## config.mk

```make
export PLATFORM = sky130hd
export DESIGN_NAME = pulse_width_capture
export DESIGN_NICKNAME = d
export VERILOG_FILES = /design/src/rtl/pulse_width_capture.sv
export SDC_FILE = /design/constraint.sdc
export NUM_CORES = 1
export LEC_CHECK = 0
export ABC_AREA = 0
export BUFFER_PORTS_ARGS = -buffer_cell sky130_fd_sc_hd__buf_2
export CORE_MARGIN = 3
export CORE_UTILIZATION = 45
export DETAILED_ROUTE_END_ITERATION = 8
export GPL_ROUTABILITY_DRIVEN = 0
export PLACE_DENSITY = 0.72
export SYNTH_ARGS = -nofsm -noshare
export SYNTH_HDL_FRONTEND = slang
export SYNTH_SLANG_ARGS = --single-unit
```

## constraint.sdc

```tcl
create_clock -name CLK -period 2.65 [get_ports CLK]
set_input_delay 0.3975 -clock CLK [delete_from_list [all_inputs] [get_ports CLK]]
set_output_delay 0.3975 -clock CLK [all_outputs]
set_load 0.02 [all_outputs]
```

## src/rtl/pulse_width_capture.sv

```systemverilog
// Pulse high-time capture against an external microsecond timer, with a
// 2-flop input synchronizer and a five-state FSM. Define PWC_RANGE_CHECK_EN
// to reject widths outside [MIN_US, MAX_US].
module pulse_width_capture #(
    parameter logic [15:0] MIN_US = 16'd800,
    parameter logic [15:0] MAX_US = 16'd2200
) (
    input  logic        CLK,
    input  logic        RST,
    input  logic        En,
    input  logic        PwmIn,
    input  logic [15:0] Nus,
    input  logic        OVERFLW,
    output logic        TmrEn,
    output logic [15:0] Width,
    output logic        Valid,
    output logic        Err,
    output logic        Busy
);

    typedef enum logic [2:0] {
        IDLE,
        WAIT_LOW,
        ARMED,
        MEAS,
        DONE
    } state_t;

    state_t      state;
    logic        pwm_meta_p0;
    logic        pwm_sync_p1;
    logic        pwm_prev_p2;
    logic        rise_p3;
    logic        fall_p3;
    logic [15:0] cap_width;

    function automatic logic in_range(input logic [15:0] w);
        return (w >= MIN_US) && (w <= MAX_US);
    endfunction

    // Stages p0/p1: metastability synchronizer; p2: previous level; p3: registered edges
    always_ff @(posedge CLK or posedge RST) begin
        if (RST) begin
            pwm_meta_p0 <= 1'b0;
            pwm_sync_p1 <= 1'b0;
            pwm_prev_p2 <= 1'b0;
            rise_p3     <= 1'b0;
            fall_p3     <= 1'b0;
        end else begin
            pwm_meta_p0 <= PwmIn;
            pwm_sync_p1 <= pwm_meta_p0;
            pwm_prev_p2 <= pwm_sync_p1;
            rise_p3     <= pwm_sync_p1 & ~pwm_prev_p2;
            fall_p3     <= ~pwm_sync_p1 & pwm_prev_p2;
        end
    end

    // Timer snapshot at the fall; only consumed in DONE, so it needs no reset
    always_ff @(posedge CLK) begin
        if (En && (state == MEAS) && fall_p3 && !OVERFLW) begin
            cap_width <= Nus;
        end
    end

    always_ff @(posedge CLK or posedge RST) begin
        if (RST) begin
            state <= IDLE;
            TmrEn <= 1'b0;
            Busy  <= 1'b0;
            Valid <= 1'b0;
            Err   <= 1'b0;
            Width <= 16'd0;
        end else begin
            Valid <= 1'b0;
            Err   <= 1'b0;
            if (!En) begin
                state <= IDLE;
                TmrEn <= 1'b0;
                Busy  <= 1'b0;
            end else begin
                case (state)
                    IDLE: begin
                        state <= WAIT_LOW;
                    end
                    // A pulse already high at arming time must finish before we arm
                    WAIT_LOW: begin
                        if (!pwm_sync_p1) begin
                            state <= ARMED;
                        end
                    end
                    ARMED: begin
                        if (rise_p3) begin
                            state <= MEAS;
                            TmrEn <= 1'b1;
                            Busy  <= 1'b1;
                        end
                    end
                    // Overflow outranks a simultaneous fall
                    MEAS: begin
                        if (OVERFLW) begin
                            state <= WAIT_LOW;
                            TmrEn <= 1'b0;
                            Busy  <= 1'b0;
                            Err   <= 1'b1;
                        end else if (fall_p3) begin
                            state <= DONE;
                            TmrEn <= 1'b0;
                            Busy  <= 1'b0;
                        end
                    end
                    DONE: begin
                        state <= ARMED;
`ifdef PWC_RANGE_CHECK_EN
                        if (in_range(cap_width)) begin
                            Width <= cap_width;
                            Valid <= 1'b1;
                        end else begin
                            Err <= 1'b1;
                        end
`else
                        Width <= cap_width;
                        Valid <= 1'b1;
`endif
                    end
                    default: begin
                        state <= IDLE;
                        TmrEn <= 1'b0;
                        Busy  <= 1'b0;
                    end
                endcase
            end
        end
    end

endmodule

```

==> results of run 1 <==
==> placed cells by master (no fill, tap or decap) <==
cell type,Yosys,layout
buf_2,0,40
dfrtp_1,27,27
edfxtp_1,16,16
mux2_4,9,9
mux2_2,7,7
clkbuf_4,0,5
nor2_1,4,4
nor2b_1,3,3
nand2_1,3,3
o21ai_0,3,3
buf_4,1,3
nand3_1,2,2
a21oi_1,2,2
nor4b_1,2,2
and4bb_1,1,1
nand3b_1,1,1
a21o_1,1,1
inv_1,1,1
nand2b_1,1,1
xnor2_1,1,1
o31a_1,1,1
clkinv_2,0,1
clkinvlp_4,0,1
clkbuf_1,1,1
==> layout make-up <==
cell class	instances	area [um^2]	area share, %
multi-input combinational	41	363	19.6
inverter	1	3.75	0.202
clock inverter	2	12.5	0.675
sequential	43	1160	62.3
timing repair buffer	43	223	12.0
clock buffer	6	41.3	2.23
tap	44	55.1	2.97
==> power by group through the flow <==
stage	logic (mW)	registers [mW]	clock network, mW
floorplan	0.0334	0.739	0
global placement	0.0695	0.733	0
detailed placement	0.0720	0.734	0
CTS	0.0723	0.720	0.322
global route	0.0785	0.723	0.357
finish	0.0710	0.720	0.306
==> tightest hold or removal path, cell delays in order <==
cell and delay (ps):
buf_2 100, inv_1 40, buf_4 310
==> cell families (layout without fill, tap and decap cells) <==
group	after synthesis	in the layout	synth area share, %
DFF	43	43	73.9
AOI/OAI and AO/OA	7	7	2.64
buffers and inverters	5	52	2.96
and+or+nand+nor	17	17	6.32
xor gates and xnor gates	1	1	0.560
muxes	16	16	13.7
==> per-layer routing <==
layer / share of wire [%] / wire, um / GRT usage [%] / up-vias
li1: - / - / - / 408
met1: 42 / 1070 / 16.5 / 409
met2: 48 / 1210 / 21.5 / 32
met3: 8.4 / 212 / 5.89 / 5
met4: 1.6 / 41 / 7.12 / 0
met5: 0 / 0 / 0 / -
==> sequential cells by signal (all words and copies together) (netlist names) <==
signal / cells
pwm_sync_p1: 1
pwm_prev_p2: 1
cap_width: 16
Width: 16
Err: 1
rise_p3: 1
state: 3
pwm_meta_p0: 1
fall_p3: 1
Busy: 1
Valid: 1
==> worst max-delay path by stage <==
stage | from | endpoint | cells after the start
4_1_cts | state[1] | Width[0] | 3
5_1_grt | state[1] | Width[4] | 3
6_report | state[1] | Width[0] | 3
3_5_place_dp | state[1] | Width[5] | 3
3_3_place_gp | state[1] | Width[3] | 3
2_1_floorplan | state[1] | cap_width[0] | 3
==> metrics by stage <==
stage	hold slack, ps	setup slack (ps)
2_1_floorplan	331	826
3_3_place_gp	335	1140
3_5_place_dp	340	1110
4_1_cts	72.9	1070
5_1_grt	84.6	1020
6_report	82.4	1090
==> metrics, run 1 <==
peak supply drop 0.379 mV; most common cell in the synthesized netlist dfrtp_1; drt pass-1 iters 4; Synth area leader dfrtp_1; DRC viols 0; switching share of power 23.1%; CTS tree built; largest cells by area after synthesis dfrtp_1, edfxtp_1, mux2_4; buffer count from post-CTS setup fixing 0; #FFs+latches synth 43; async set or reset register ratio after synthesis 62.8%; total gr overflow 0; pin count of the biggest net entering global routing 28; Ports 41; Post-DP Area 0.00180 mm^2; DP Cell Count 172; Top Family by Delay on Critical Path flip-flops; Initial Util 49.3%; Max stage delay on crit path 500 ps; WP data arrival 1810 ps; status complete, no violations; CP required 2900 ps; Worst Path Max Fanout 17; Final Non-Filler Cells 180; crit path max-delay cell type dfrtp_1; Ys Warns 0; Inserted Diodes 0; final worst-path cycle share 58.8%; Worst-path clk slew 120 ps; Design Power 1.10 mW; Area growth syn-to-layout 18.5%; Bufs and invs on worst path 1; DRT iter0 DRCs 23; library cells used by synthesis 22; Synth top cells by count dfrtp_1, edfxtp_1, mux2_4, mux2_2, nor2_1; max cap viols 0; HP Class input port to async pin; reg2reg start state[1]; Die H 65.0 um; CTS Hold Buffers Added 0; combinational power share 6.5%; flop2flop setup slack 1090 ps; DRT Wirelength 2530 um; Worst setup SP type flip-flop; Post-Syn Area 0.00157 mm^2; cell breakdown of the critical path and4bb_1 -> buf_4 -> mux2_2; Slew Viols, Final 0; Synth Flop Type dfrtp_1; Via density 4.74; Core Box Area 0.00318 mm^2; first-pass GRT wire length 4210 um; Die X 65.0 um; port buffer count 40; vias in the first global route 899; Tot GR Track Use 13.9%; synthesized netlist net count 110; clock power share 27.9%; Worst Skew 3.01 ps; Layout Cell Area excl Fill 0.00185 mm^2; Internal 843 uW; Clock Tree Buf Depth 2; initial antenna violation count 0; Reg-to-Reg End Width[0]; Fmax 641 MHz; leak pwr 0.889 nW; R2R cell count 3; clk sinks 43; RSZ-0062 raised after global routing false; fin crit period 1560 ps; mean area per synthesized cell 17.6 um^2; H-tree levels 2; post_cts resized 0; Post-synth EDFFs 16; Fillers 272; CP endpoint kind flip-flop; top cell type's share of synthesized area 43.2%; Post-Synthesis Cells 89; Rows 20; Net Sw Power 254 uW; vias 854; Avg WL per Cell 14.1 um; P per Cell Area 592 mW/mm^2; critical path class flip-flop to flip-flop; full die area 0.00422 mm^2; Root Buffer clkbuf_4; Final Hold Fails 0; Seq pwr share 65.7%; Final nets 156; ratio of cells with drive above 1 in the final layout 48.5%; ANT nets after route 0; post-layout util 58.3%; # setup viols final 0; sequential area share after synthesis 73.9%; actual slew at the worst max-slew pin 333 ps; relative slew slack 77.8%; setup TNS 0 ps; clock latency on the worst-skew pair 350 ps; CTS Buf Count 5
(Power assumes the default switching activity.)
==> inputs of run 2 (changes only) <==
--- a/config.mk
+++ b/config.mk
@@ -11,7 +11,7 @@
 export CORE_UTILIZATION = 45
 export DETAILED_ROUTE_END_ITERATION = 8
 export GPL_ROUTABILITY_DRIVEN = 0
-export PLACE_DENSITY = 0.72
+export PLACE_DENSITY = 0.74
 export SYNTH_ARGS = -nofsm -noshare
 export SYNTH_HDL_FRONTEND = slang
 export SYNTH_SLANG_ARGS = --single-unit
==> constraint.sdc (replaced) <==
create_clock -name CLK -period 1.3 [get_ports CLK]
set_input_delay 0.195 -clock CLK [delete_from_list [all_inputs] [get_ports CLK]]
set_output_delay 0.195 -clock CLK [all_outputs]
set_load 0.02 [all_outputs]
==> metrics, run 2 (synthesized netlist as in run 1, its figures left out) <==
relative slew slack 77.8%; Final nets 175; clk sinks 43; clock power share 26.7%; clock latency on the worst-skew pair 340 ps; R2R cell count 3; Regs by FF count Width x16, cap_width x16, state x3; DP Wirelength 1890 um; ratio of cells with drive above 1 in the final layout 48.4%; HP Class input port to flip-flop; Initial Util 49.3%; Worst Skew 3.14 ps; Hold EP cap_width[5]; drt pass-1 iters 4; max cap viols 0; Internal 1.76 mW; RSZ-0062 raised after global routing true; CTS tree built; Design Power 2.27 mW; actual slew at the worst max-slew pin 333 ps; CP endpoint kind flip-flop; Ports 41; CP required 1540 ps; Worst Path Max Fanout 11; P per Cell Area 1100 mW/mm^2; reg2reg start state[0]; Fmax 747 MHz; pin count of the biggest net entering global routing 28; Die X 65.0 um; Worst-path clk slew 110 ps; vias 948; Clock Tree Buf Depth 2; Slew Viols, Final 0; Tot GR Track Use 15.3%; Worst setup SP type flip-flop; H-tree levels 2; worst setup margin -38.3 ps; Net Sw Power 510 uW; leak pwr 0.980 nW; DRT Wirelength 2810 um; Hold WS 24.8 ps; switching share of power 22.5%; final worst-path cycle share 103%; Seq pwr share 64.2%; Avg WL per Cell 14.1 um; # setup viols final 14; status finished with violations; Area growth syn-to-layout 32.3%; ANT nets after route 0; initial antenna violation count 0; leading cell type in the layout, fill and taps excluded buf_2; Rows 20; full die area 0.00422 mm^2; DRT iter0 DRCs 39; combinational power share 9.0%; dpl ws -33.6 ps; WP data arrival 1580 ps; vias in the first global route 956; flop2flop setup slack -40 ps; total gr overflow 0; Via density 4.76; first-pass GRT wire length 4680 um; Root Buffer clkbuf_4; Reg-to-Reg End Width[2]; DRC viols 0; highest-count cells in the layout ignoring fill and taps buf_2, dfrtp_1, edfxtp_1; peak supply drop 0.726 mV; Core Box Area 0.00318 mm^2; Die H 65.0 um; fin crit period 1340 ps; Final Hold Fails 0; CTS Buf Count 5; Inserted Diodes 0; port buffer count 40; critical path class flip-flop to flip-flop; violated checks negative setup slack; hold_sp Nus[5]; number of cells on the worst hold path 1
run 2: cell count changes in the layout (fill, tap and decap cells not counted), sizes merged:
cell	change
buf	+6
clkinvlp	-1
clkbuf	+1
dlygate4sd3	+13
run 2: power groups by stage:
stage / sequential (mW) / combinational, mW / clock (mW)
2_1_floorplan: 1.51 / 0.0706 / 0
3_3_place_gp: 1.48 / 0.167 / 0
3_5_place_dp: 1.49 / 0.173 / 0
4_1_cts: 1.46 / 0.179 / 0.630
5_1_grt: 1.46 / 0.227 / 0.700
6_report: 1.46 / 0.205 / 0.607
run 2: cell type report:
class	instances	area, um^2
clock inverter	1	5.00
fill	236	1110
multi-input combinational	41	383
tap	44	55.1
clock buffer	7	45.0
sequential	43	1160
timing repair buffer	62	423
inverter	1	3.75
run 2: layer usage:
metal / wire length [um] / global-route usage (%) / up-vias
li1: - / - / 447
met1: 1150 / 19.3 / 464
met2: 1450 / 24.0 / 32
met3: 167 / 5.89 / 5
met4: 38 / 5.54 / 0
met5: 0 / 0 / -
run 2: worst max-delay path, cell delays in order, from the launching register on:
cell      delay [ps]
dfrtp_1          400
and4bb_2         340
buf_12           160
mux2_2           340
run 2: what timing repair did:
action | 4_1_cts | 5_1_grt
gates resized for setup | 2 | 3
hold buffers | 2 | 11
endpoints found under the hold margin | 28 | 11
setup buffers | 0 | 1
cloned | 0 | 0
setup endpoints to repair | 14 | 32
pin swaps | 0 | 2
run 2: worst max path at each step:
| stage | start | end | slack [ps] |
|---|---|---|---|
| 6_report | state[0] | Width[2] | -40 |
| 3_5_place_dp | state[1] | Width[4] | -30 |
| 2_1_floorplan | state[0] | Width[10] | -50 |
| 4_1_cts | state[0] | Width[3] | -30 |
| 5_1_grt | state[0] | Width[5] | -60 |
| 3_3_place_gp | state[1] | Width[2] | 0.2 |
run 2: stage by stage:
stage | instance area [um^2] | instances | setup TNS (ps) | utilization (%)
CTS | 1940 | 187 | -365 | 61.2
finish | 2070 | 199 | -328 | 65.2
global route | 2070 | 199 | -1340 | 65.2
detailed placement | 1870 | 177 | -289 | 58.9
global placement | 1870 | 177 | 0 | 58.9
floorplan | 1570 | 89 | -1160 | -
==> inputs of run 3 (changes only) <==
--- a/config.mk
+++ b/config.mk
@@ -12,6 +12,7 @@
 export DETAILED_ROUTE_END_ITERATION = 8
 export GPL_ROUTABILITY_DRIVEN = 0
 export PLACE_DENSITY = 0.74
+export REMOVE_ABC_BUFFERS = 1
 export SYNTH_ARGS = -nofsm -noshare
 export SYNTH_HDL_FRONTEND = slang
 export SYNTH_SLANG_ARGS = --single-unit
==> metrics, run 3 (synthesized netlist as in run 1, its figures left out) <==
status finished with violations; violated checks negative setup slack; Slew Viols, Final 0; drt pass-1 iters 4; CP required 1550 ps; clock latency on the worst-skew pair 340 ps; # setup viols final 21; Fillers 260; Tot GR Track Use 15.2%; Rows 20; Via density 4.64; Regs by FF count Width x16, cap_width x16, state x3; DRT Wirelength 2920 um; Layout Cell Area excl Fill 0.00203 mm^2; Die H 65.0 um; Core Box Area 0.00318 mm^2; worst setup margin -30.3 ps; max cap viols 0; Post-DP Area 0.00186 mm^2; Clock Tree Buf Depth 2; Hold WS 28.1 ps; HP Class input port to flip-flop; ANT nets after route 0; final worst-path cycle share 102%; number of cells on the worst hold path 1; initial antenna violation count 0; Die X 65.0 um; R2R cell count 3; vias in the first global route 967; crit path launch state[0]; port buffer count 40; flop2flop setup slack -30 ps; Worst Skew 15.4 ps; ratio of cells with drive above 1 in the final layout 53.6%; crit path max-delay cell type dfrtp_1; peak supply drop 0.766 mV; DP Wirelength 1980 um; Worst-path clk slew 130 ps; Hold EP cap_width[6]; first-pass GRT wire length 4570 um; highest-count cells in the layout ignoring fill and taps buf_2, dfrtp_1, edfxtp_1; relative slew slack 77.8%; Worst Path Max Fanout 10; Avg WL per Cell 15.0 um; leak pwr 0.974 nW; hold_sp Nus[6]; CTS tree built; pin count of the biggest net entering global routing 28; leading cell type in the layout, fill and taps excluded buf_2; H-tree levels 2; actual slew at the worst max-slew pin 333 ps; CP endpoint kind flip-flop; clk sinks 43; total gr overflow 0; DRC viols 0; Root Buffer clkbuf_4; Reg-to-Reg End Width[2]; Max stage delay on crit path 400 ps; fin crit period 1330 ps; Final Hold Fails 0; P per Cell Area 1120 mW/mm^2; Final nets 171; Ports 41; cell breakdown of the critical path and4bb_2 -> buf_8 -> mux2_2; vias 905; RSZ-0062 raised after global routing true; critical path class flip-flop to flip-flop; CTS Buf Count 5; Initial Util 49.3%; reg2reg start state[0]; Fmax 752 MHz; Inserted Diodes 0; WP data arrival 1580 ps; Worst setup SP type flip-flop; full die area 0.00422 mm^2; DRT iter0 DRCs 13; Area growth syn-to-layout 29.8%
run 3: changes by cell type in the layout (fill, tap and decap cells not counted):
cell	delta
buf_4	+1
buf_6	+4
mux2_4	+3
mux2_2	-3
buf_12	-2
buf_8	+1
dlygate4sd3_1	-8
clkinv_2	+2
clkbuf_1	-2
run 3: how the worst max path moves through the flow:
stage	cells past startpoint	end	slack [ps]
detailed placement	4	cap_width[4]	-30
CTS	3	Width[11]	-30
global placement	4	cap_width[4]	-30
global route	4	cap_width[5]	-90
finish	3	Width[2]	-30
floorplan	3	cap_width[0]	-490
run 3: final cells by class:
cell class	instances	area, um^2	share of cell area, %
Clock buffer	5	37.5	1.85
Timing Repair Buffer	58	370	18.2
Sequential cell	43	1160	56.9
Inverter	1	3.75	0.185
Clock inverter	3	15.0	0.739
Tap cell	44	55.1	2.71
Multi-Input combinational cell	41	394	19.4
run 3: what timing repair did:
item                                    4_1_cts  5_1_grt
pin swaps                                     1        2
endpoints found under the setup margin       26       32
hold buffers                                  2        3
buffers inserted                              0        2
resized for setup                            11        6
endpoints found under the hold margin        28        3
cloned                                        1        0
run 3: critical path: cells and delay by family (launching register included):
kind                   cells  cell delay [ps]
muxes                      1              350
buffers and inverters      1              160
DFF                        1              400
and+or+nand+nor            1              340
run 3: per-layer routing:
metal / GRT usage, % / vias to the layer above / share of wire, % / wire (um)
met5: 0 / - / 0 / 0
met4: 8.18 / 0 / 1.4 / 40
met3: 4.33 / 4 / 4.9 / 142
met2: 26.2 / 25 / 55 / 1600
met1: 16.8 / 442 / 39 / 1140
li1: - / 434 / - / -
run 3: per-stage QoR:
stage | setup TNS [ps] | total power, mW | setup slack, ps | std cells | utilization (%)
2_1_floorplan | -14400 | 1.57 | -487 | 85 | -
3_3_place_gp | -263 | 1.65 | -29.6 | 180 | 58.5
3_5_place_dp | -409 | 1.66 | -30.3 | 180 | 58.5
4_1_cts | -224 | 2.28 | -29.7 | 191 | 62.2
5_1_grt | -1900 | 2.37 | -93.1 | 195 | 63.9
6_report | -299 | 2.27 | -30.3 | 195 | 63.9
run 3: power breakdown:
part / total (mW) / internal, mW / leakage (nW) / switching (mW)
logic: 0.196 / 0.100 / 0.431 / 0.0951
registers: 1.46 / 1.44 / 0.508 / 0.0194
clock network: 0.614 / 0.202 / 0.0347 / 0.412
